===== src/rtl/link_pkg.sv =====
// Shared definitions for the link receiver: peer protocol state encodings
// and synchronizer depth.
package link_pkg;

    typedef enum logic [1:0] {
        IDLE = 2'd0,
        CONN = 2'd1,
        RUN  = 2'd2,
        DONE = 2'd3
    } peer_state_t;

    localparam int unsigned SYNC_DEPTH = 2;

endpackage


===== src/rtl/link_filter.sv =====
// One receive channel: 2-flop synchronizer, stability-count filter and
// registered rising-edge pulse aligned with the filtered level.
module link_filter
    import link_pkg::*;
#(
    parameter int unsigned FILTER_LEN = 4
) (
    input  logic clk,
    input  logic rst_n,
    input  logic raw,
    output logic level,
    output logic rise
);

    localparam logic [7:0] LAST = 8'(FILTER_LEN - 1);

    logic [SYNC_DEPTH-1:0] sync_q;
    logic [7:0]            cnt;
    logic                  synced;

    assign synced = sync_q[SYNC_DEPTH-1];

    always_ff @(posedge clk or negedge rst_n) begin
        if (!rst_n) begin
            sync_q <= '0;
            cnt    <= '0;
            level  <= 1'b0;
            rise   <= 1'b0;
        end else begin
            sync_q <= {sync_q[SYNC_DEPTH-2:0], raw};
            rise   <= 1'b0;
            if (synced == level) begin
                cnt <= '0;
            end else if (cnt == LAST) begin
                // Accept on the edge the count would reach FILTER_LEN.
                level <= synced;
                rise  <= synced;
                cnt   <= '0;
            end else begin
                cnt <= cnt + 8'd1;
            end
        end
    end

endmodule


===== src/rtl/link_receiver.sv =====
// Peer link receiver: three filtered channels plus peer protocol FSM.
// Optional sticky protocol checking is enabled by LINK_RX_ERR_CHECK_EN.
module link_receiver
    import link_pkg::*;
#(
    parameter int unsigned FILTER_LEN = 4
) (
    input  logic       clk,
    input  logic       rst_n,
    input  logic       receive_connect,
    input  logic       receive_start,
    input  logic       receive_game_finish,
    output logic       peer_connect,
    output logic       peer_start,
    output logic       peer_finish,
    output logic       connect_rise,
    output logic       start_rise,
    output logic       finish_rise,
    output logic [1:0] peer_state,
    output logic       link_err
);

    peer_state_t state;

    link_filter #(.FILTER_LEN(FILTER_LEN)) u_connect (
        .clk   (clk),
        .rst_n (rst_n),
        .raw   (receive_connect),
        .level (peer_connect),
        .rise  (connect_rise)
    );

    link_filter #(.FILTER_LEN(FILTER_LEN)) u_start (
        .clk   (clk),
        .rst_n (rst_n),
        .raw   (receive_start),
        .level (peer_start),
        .rise  (start_rise)
    );

    link_filter #(.FILTER_LEN(FILTER_LEN)) u_finish (
        .clk   (clk),
        .rst_n (rst_n),
        .raw   (receive_game_finish),
        .level (peer_finish),
        .rise  (finish_rise)
    );

    always_ff @(posedge clk or negedge rst_n) begin
        if (!rst_n) begin
            state <= IDLE;
        end else if (state == IDLE) begin
            if (peer_connect) state <= CONN;
        end else if (!peer_connect) begin
            // Losing connect overrides every other transition.
            state <= IDLE;
        end else begin
            unique case (state)
                CONN:    if (peer_start) state <= RUN;
                RUN:     if (peer_finish) state <= DONE;
                DONE:    if (!peer_start && !peer_finish) state <= CONN;
                default: state <= IDLE;
            endcase
        end
    end

    assign peer_state = state;

`ifdef LINK_RX_ERR_CHECK_EN
    logic err;

    always_ff @(posedge clk or negedge rst_n) begin
        if (!rst_n) begin
            err <= 1'b0;
        end else if ((start_rise && state == IDLE) ||
                     (finish_rise && (state == IDLE || state == CONN))) begin
            err <= 1'b1;
        end
    end

    assign link_err = err;
`else
    assign link_err = 1'b0;
`endif

endmodule


===== config.mk =====
export PLATFORM = sky130hd
export DESIGN_NAME = link_receiver
export DESIGN_NICKNAME = d
export VERILOG_FILES = /design/src/rtl/link_pkg.sv /design/src/rtl/link_filter.sv /design/src/rtl/link_receiver.sv
export SDC_FILE = /design/constraint.sdc
export NUM_CORES = 1
export LEC_CHECK = 0
export ABC_AREA = 1
export BUFFER_PORTS_ARGS = -buffer_cell sky130_fd_sc_hd__buf_2
export CORE_MARGIN = 2
export CORE_UTILIZATION = 45
export DETAILED_ROUTE_END_ITERATION = 12
export PLACE_DENSITY = 0.63
export SYNTH_ARGS = -nofsm -noshare
export SYNTH_HDL_FRONTEND = slang
export SYNTH_SLANG_ARGS = --single-unit

===== constraint.sdc =====
create_clock -name clk -period 1.5 [get_ports clk]
set_input_delay 0.3 -clock clk [delete_from_list [all_inputs] [get_ports clk]]
set_output_delay 0.3 -clock clk [all_outputs]
set_load 0.02 [all_outputs]

Word level (Yosys, flattened, before mapping)
Cells that the tools add are included.
{"block": "word_totals", "latchBits": 0, "romBits": 0, "in_bits": 5, "mem_bits_rw": 0, "ff_bits": 38, "n_memories": 0}
{"block": "classes", "shift": 0, "bitwise": 3, "div_mod_pow": 0, "magnitude_cmp": 0, "mux": 19, "n_addsub": 3, "n_mul": 0, "eq_ne": 13, "n_reduce_logical": 8}
{"op": "two-way mux 8 bit", "n": 6}
{"op": "adder 8 x 1 -> 8 bit, second input constant", "n": 3}
{"op": "equality test 8 x 2 -> 1 bit, second input constant", "n": 3}
{"op": "two-way mux 2 bit", "n": 6}
{"op": "!= test 4 x 3 -> 1 bit, second input constant", "n": 2}
{"op": "two-way mux 1 bit", "n": 6}
{"op": "one-hot mux 2 bit (3 select lines)", "n": 1}
{"op": "AND reduction 2 bit", "n": 3}
{"op": "equality test 2 bit, second input constant", "n": 2}
{"op": "!= test 4 bit, second input constant", "n": 1}
{"op": "AND reduction 4 bit", "n": 1}
{"op": "equality test 1 bit", "n": 3}
{"op": "NOT 1 bit", "n": 3}
{"op": "equality test 2 x 1 -> 1 bit, second input constant", "n": 1}
{"op": "zero test 1 bit", "n": 2}
{"op": "zero test 2 bit", "n": 1}
{"op": "!= test 2 x 1 -> 1 bit, second input constant", "n": 1}
{"op": "logical AND 1 bit", "n": 1}

Depth between registers and ports, before layout
{"block": "depth", "ltp_word": 6, "ltp_mapped": 7, "mapped_depth_nobuf": 7}

Cells and area by module
From an unflattened synthesis, not the netlist that was laid out.
{"block": "unflattened", "cells_unflattened": 229, "area_unflattened_um2": 1875.5}
{"mod": "link_filter", "seq_area_each_um2": 300.3, "cells_per_inst": 64, "instances": 3, "area_per_inst_um2": 545.5}
{"mod": "link_receiver", "seq_area_each_um2": 50.0, "cells_per_inst": 37, "instances": 1, "area_per_inst_um2": 239.0}

Worst setup path before layout
Ideal clock, no wire load.
{"block": "synth_path", "path_type": "flip-flop to flip-flop", "from": "register state[0] (netlist: peer_state[0])", "to": "register state[1] (netlist: peer_state[1])", "required_time_ns": 1.382, "path_stages_with_launch": 6, "path_buffers": 0, "arrival_ns": 1.267, "period_less_slack_ns": 1.386, "setup_slack_ns": 0.114, "cell_sequence": "dfrtp_1 inv_1 ha_1 or2_2 nand3_1 nand2_1"}
{"block": "synth_via", "elab_chain_cells": 4, "elab_cells_between_ends": 12}
{"element": "start, declared", "line": "link_receiver.sv:23", "rtl": "peer_state_t state;"}
{"element": "start signal, assigned", "line": "link_receiver.sv:51", "rtl": "state <= IDLE;"}
{"element": "start signal, assigned", "line": "link_receiver.sv:53", "rtl": "if (peer_connect) state <= CONN;"}
{"element": "start signal, assigned", "line": "link_receiver.sv:56", "rtl": "state <= IDLE;"}
{"element": "equality test 2 bit or equality test 2 x 1 -> 1 bit (tied branches)", "line": "link_receiver.sv:58", "rtl": "unique case (state)"}
{"element": "one-hot mux 2 bit (3 select lines)", "line": "link_receiver.sv:58"}
{"element": "two-way mux 2 bit", "line": "link_receiver.sv:54", "rtl": "end else if (!peer_connect) begin"}
{"element": "two-way mux 2 bit", "line": "link_receiver.sv:52", "rtl": "end else if (state == IDLE) begin"}
Several ways; a longest one is shown, not always the timed one.
A chain may end at the register's enable or synchronous reset.

Worst setup path after layout
{"block": "layout_path", "from": "register u_connect.level", "to": "output peer_connect"}
{"element": "start, declared", "line": "link_filter.sv:11", "rtl": "output logic level,"}
{"element": "start signal, assigned", "line": "link_filter.sv:36", "rtl": "level <= synced;"}
{"element": "end, declared", "line": "link_receiver.sv:13", "rtl": "output logic peer_connect,"}
No word-level cell between the ends.

==> out/qor.yml <==
worst_hold_path:
  hold_path_class: "in -> async"
sta:
  skew_ns: 0.004747
  final.setup.tns_ns: 0
  finalSetupViolations: 0
  rsz0062_at_grt: "false"
  fin_crit_sh: 0.8973
  holdWs_ns: 0.04987
  min_period_ns: 1.346
  fmax_mhz: 743.0
  finalHoldViolCount: 0
  drv_slew: 0
layout:
  drive_gt1_frac: 0.1299
  multi_input_area_um2: 748.2
  fillers: 404
  ff_latch_area_um2: 950.9
  nets: 242
  n_antenna_cell: 0
  area_delta_synth_final_pct: 11.66
  fin_area_mm2: 0.002048
clock_tree:
  clock_path_buffers: 2
  clk_latency_ns: 0.28
  root_buffer: "clkbuf_8"
  hold_buffers: 0
  postCtsSetupRepairBufs: 0
  cts_tree: "done"
  cts_sinks: 38
  ctsResizeCount: 0
  path_clk_slew_ns: 0.07
  numCtsBuffers: 5
  h-tree-depth: 2
yosys:
  synth_top_family_by_area: "simple AND/OR/NAND/NOR gates"
  synth_top_area_cell: "dfrtp_1"
  ys.flop_type: "dfrtp_1"
  syn_inst: 211
  syn_area_mm2: 0.001834
  synth_top_area_share: 0.5184
  synth_compound_area_frac: 0.02456
  synth_cell_types: 21
  post_synth.cell_area_avg_um2: 8.693
  syn_nets: 223
  yosysWarningCount: 0
  ys_ff_latch: 38
  synth_edf_count: 0
  seq_area_frac_synth: 0.5184
  synthMuxAreaShare: 0
  async_flop_share: 1.000
  synthXorXnorAreaFrac: 0.06685
  synthSimpleGateAreaFrac: 0.2667
  synth_area_leaders: "dfrtp_1 (52%), nand2_1 (8.4%), nor2_1 (7.0%), inv_1 (6.5%), ha_1 (4.8%)"
  yosys.area_share.adder: 0.04775
critical_path:
  worstPathCellList: "buf_2"
  cpPeakStageDelay_ns: 0.53
  cp-start-kind: "flip-flop"
  crit_family: "flip-flops"
  worstPathArrival_ns: 1.05
  cp.buffers_inverters: 1
  crit_required_ns: 1.20
  cp_slowest_cell: "dfrtp_1"
  path_max_fanout: 10
  path_class: "reg -> out"
  end_kind: "output pin"
global_routing:
  track_usage: 0.1515
  grt-ovfl-total: 0
  grt_pass1_wl_mm: 5.078
  grt_antenna_before_repair: 0
  grt_pass1_vias: 1188
  grt_max_degree: 39
placement:
  placedInstanceArea_mm2: 0.001957
  gp_congestion: 0.8169
  port_buffers: 12
  hpwl_mm: 2.105
route:
  ant_nets: 0
  via_count: 1296
  firstDrtPassIters: 4
  route.detailed.drc: 0
  wl_per_cell_um: 10.48
  routed_wl_mm: 2.946
  drtIter0Drc: 38
  routed_via_density: 4.612
power:
  p_seq_frac: 0.465
  p_per_area_mw_per_mm2: 1441
  p_leak_nw: 1.061
  p_total_w: 0.002951
  pwr-share-clk: 0.239
  comb_power_share: 0.295
  switchingPower_w: 0.001075
  switching_share: 0.3641
  internal_power_w: 0.001877
  ir_drop_v: 0.0006859
floorplanning:
  fp.dieH_um: 67.85
  dieArea_mm2: 0.004603
  core_mm2: 0.003971
  start_util: 0.4619
  num_rows: 23
  die_w_um: 67.85
  io_pins: 14
run_status:
  status: "completed"
run:
  drv_cap: 0
==> stage by stage <==
step	utilization	instances	setup slack, ns
6_report	0.5158	281	0.1541
5_1_grt	0.5158	281	0.04153
4_1_cts	0.5158	281	0.1281
3_5_place_dp	0.4928	273	0.1796
3_3_place_gp	0.4928	273	0.2150
2_1_floorplan	-	211	0.1145
==> synthesized netlist by cell type (3+ instances only) <==
library cell / n
nand2_1: 41
dfrtp_1: 38
nor2_1: 34
inv_1: 32
nand3_1: 13
xor2_1: 9
ha_1: 7
nand4_1: 6
nor3_1: 5
xnor2_1: 5
nor2_2: 4
a21oi_1: 3
nand3_2: 3
o21ai_0: 3
==> per-layer routing <==
| metal | track usage | up-vias | wire [um] |
|---|---|---|---|
| li1 | - | 685 | - |
| met1 | 0.2015 | 589 | 1497 |
| met2 | 0.2292 | 16 | 1284 |
| met3 | 0.03947 | 6 | 109 |
| met4 | 0.07500 | 0 | 54 |
| met5 | 0 | - | 0 |
==> placed cells by master (no fill, tap or decap), types with 2 or more instances in the layout <==
| cell | count |
|---|---|
| nor2_1 | 34 |
| xnor2_1 | 5 |
| buf_2 | 12 |
| a21oi_1 | 3 |
| inv_1 | 32 |
| nand2_1 | 41 |
| xor2_1 | 9 |
| nand3_1 | 13 |
| o21ai_0 | 3 |
| nor3_1 | 5 |
| dfrtp_1 | 38 |
| nand3_2 | 3 |
| buf_4 | 2 |
| nand4_1 | 6 |
| clkbuf_8 | 6 |
| ha_1 | 7 |
| nor2_2 | 4 |
==> flip-flops by register name, summed over array words and instances, names as in the netlist <==
name	count
u_connect.level	1
u_connect.sync_q	2
u_start.cnt	8
u_start.rise	1
u_connect.rise	1
u_finish.level	1
u_finish.sync_q	2
u_start.sync_q	2
u_start.level	1
u_finish.rise	1
u_finish.cnt	8
u_connect.cnt	8
peer_state	2
==> worst paths after layout <==
check	slack, ns	from	cells after the start	end
max	0.15	u_connect.level	1	peer_connect
min reg2reg	0.35	u_connect.sync_q[0]	0	u_connect.sync_q[1]
min	0.05	rst_n	2	u_start.cnt[7]
min in group clk	0.12	receive_connect	1	u_connect.sync_q[0]
max in group asynchronous	1.12	rst_n	2	u_finish.sync_q[1]
max reg2reg	0.18	peer_state[0]	5	peer_state[1]
==> final cells by class <==
| cell class | instances | area share |
|---|---|---|
| Inverter | 32 | 0.05864 |
| Clock inverter | 1 | 0.002443 |
| Multi-Input combinational cell | 139 | 0.3653 |
| Tap cell | 50 | 0.03054 |
| Sequential cell | 38 | 0.4643 |
| Clock buffer | 7 | 0.04215 |
| Timing Repair Buffer | 14 | 0.03665 |
==> kinds of logic (layout without fill, tap and decap cells) <==
kind of cell,after synthesis,count (layout)
xor gates and xnor gates,14,14
AOI/OAI and AO/OA,8,8
adders and majority gates,7,7
buffers and inverters,34,54
DFF,38,38
other,1,1
and+or+nand+nor,109,109
==> power by group through the flow <==
stage,clock (W),sequential [W],combinational [W]
after global placement,0,0.00139,0.000875
after detailed placement,0,0.00140,0.000882
after global routing,0.000780,0.00140,0.00102
after CTS,0.000744,0.00138,0.000885
final,0.000706,0.00137,0.000872
after floorplan,0,0.00143,0.000601
Power figures use the tool's default switching activity.
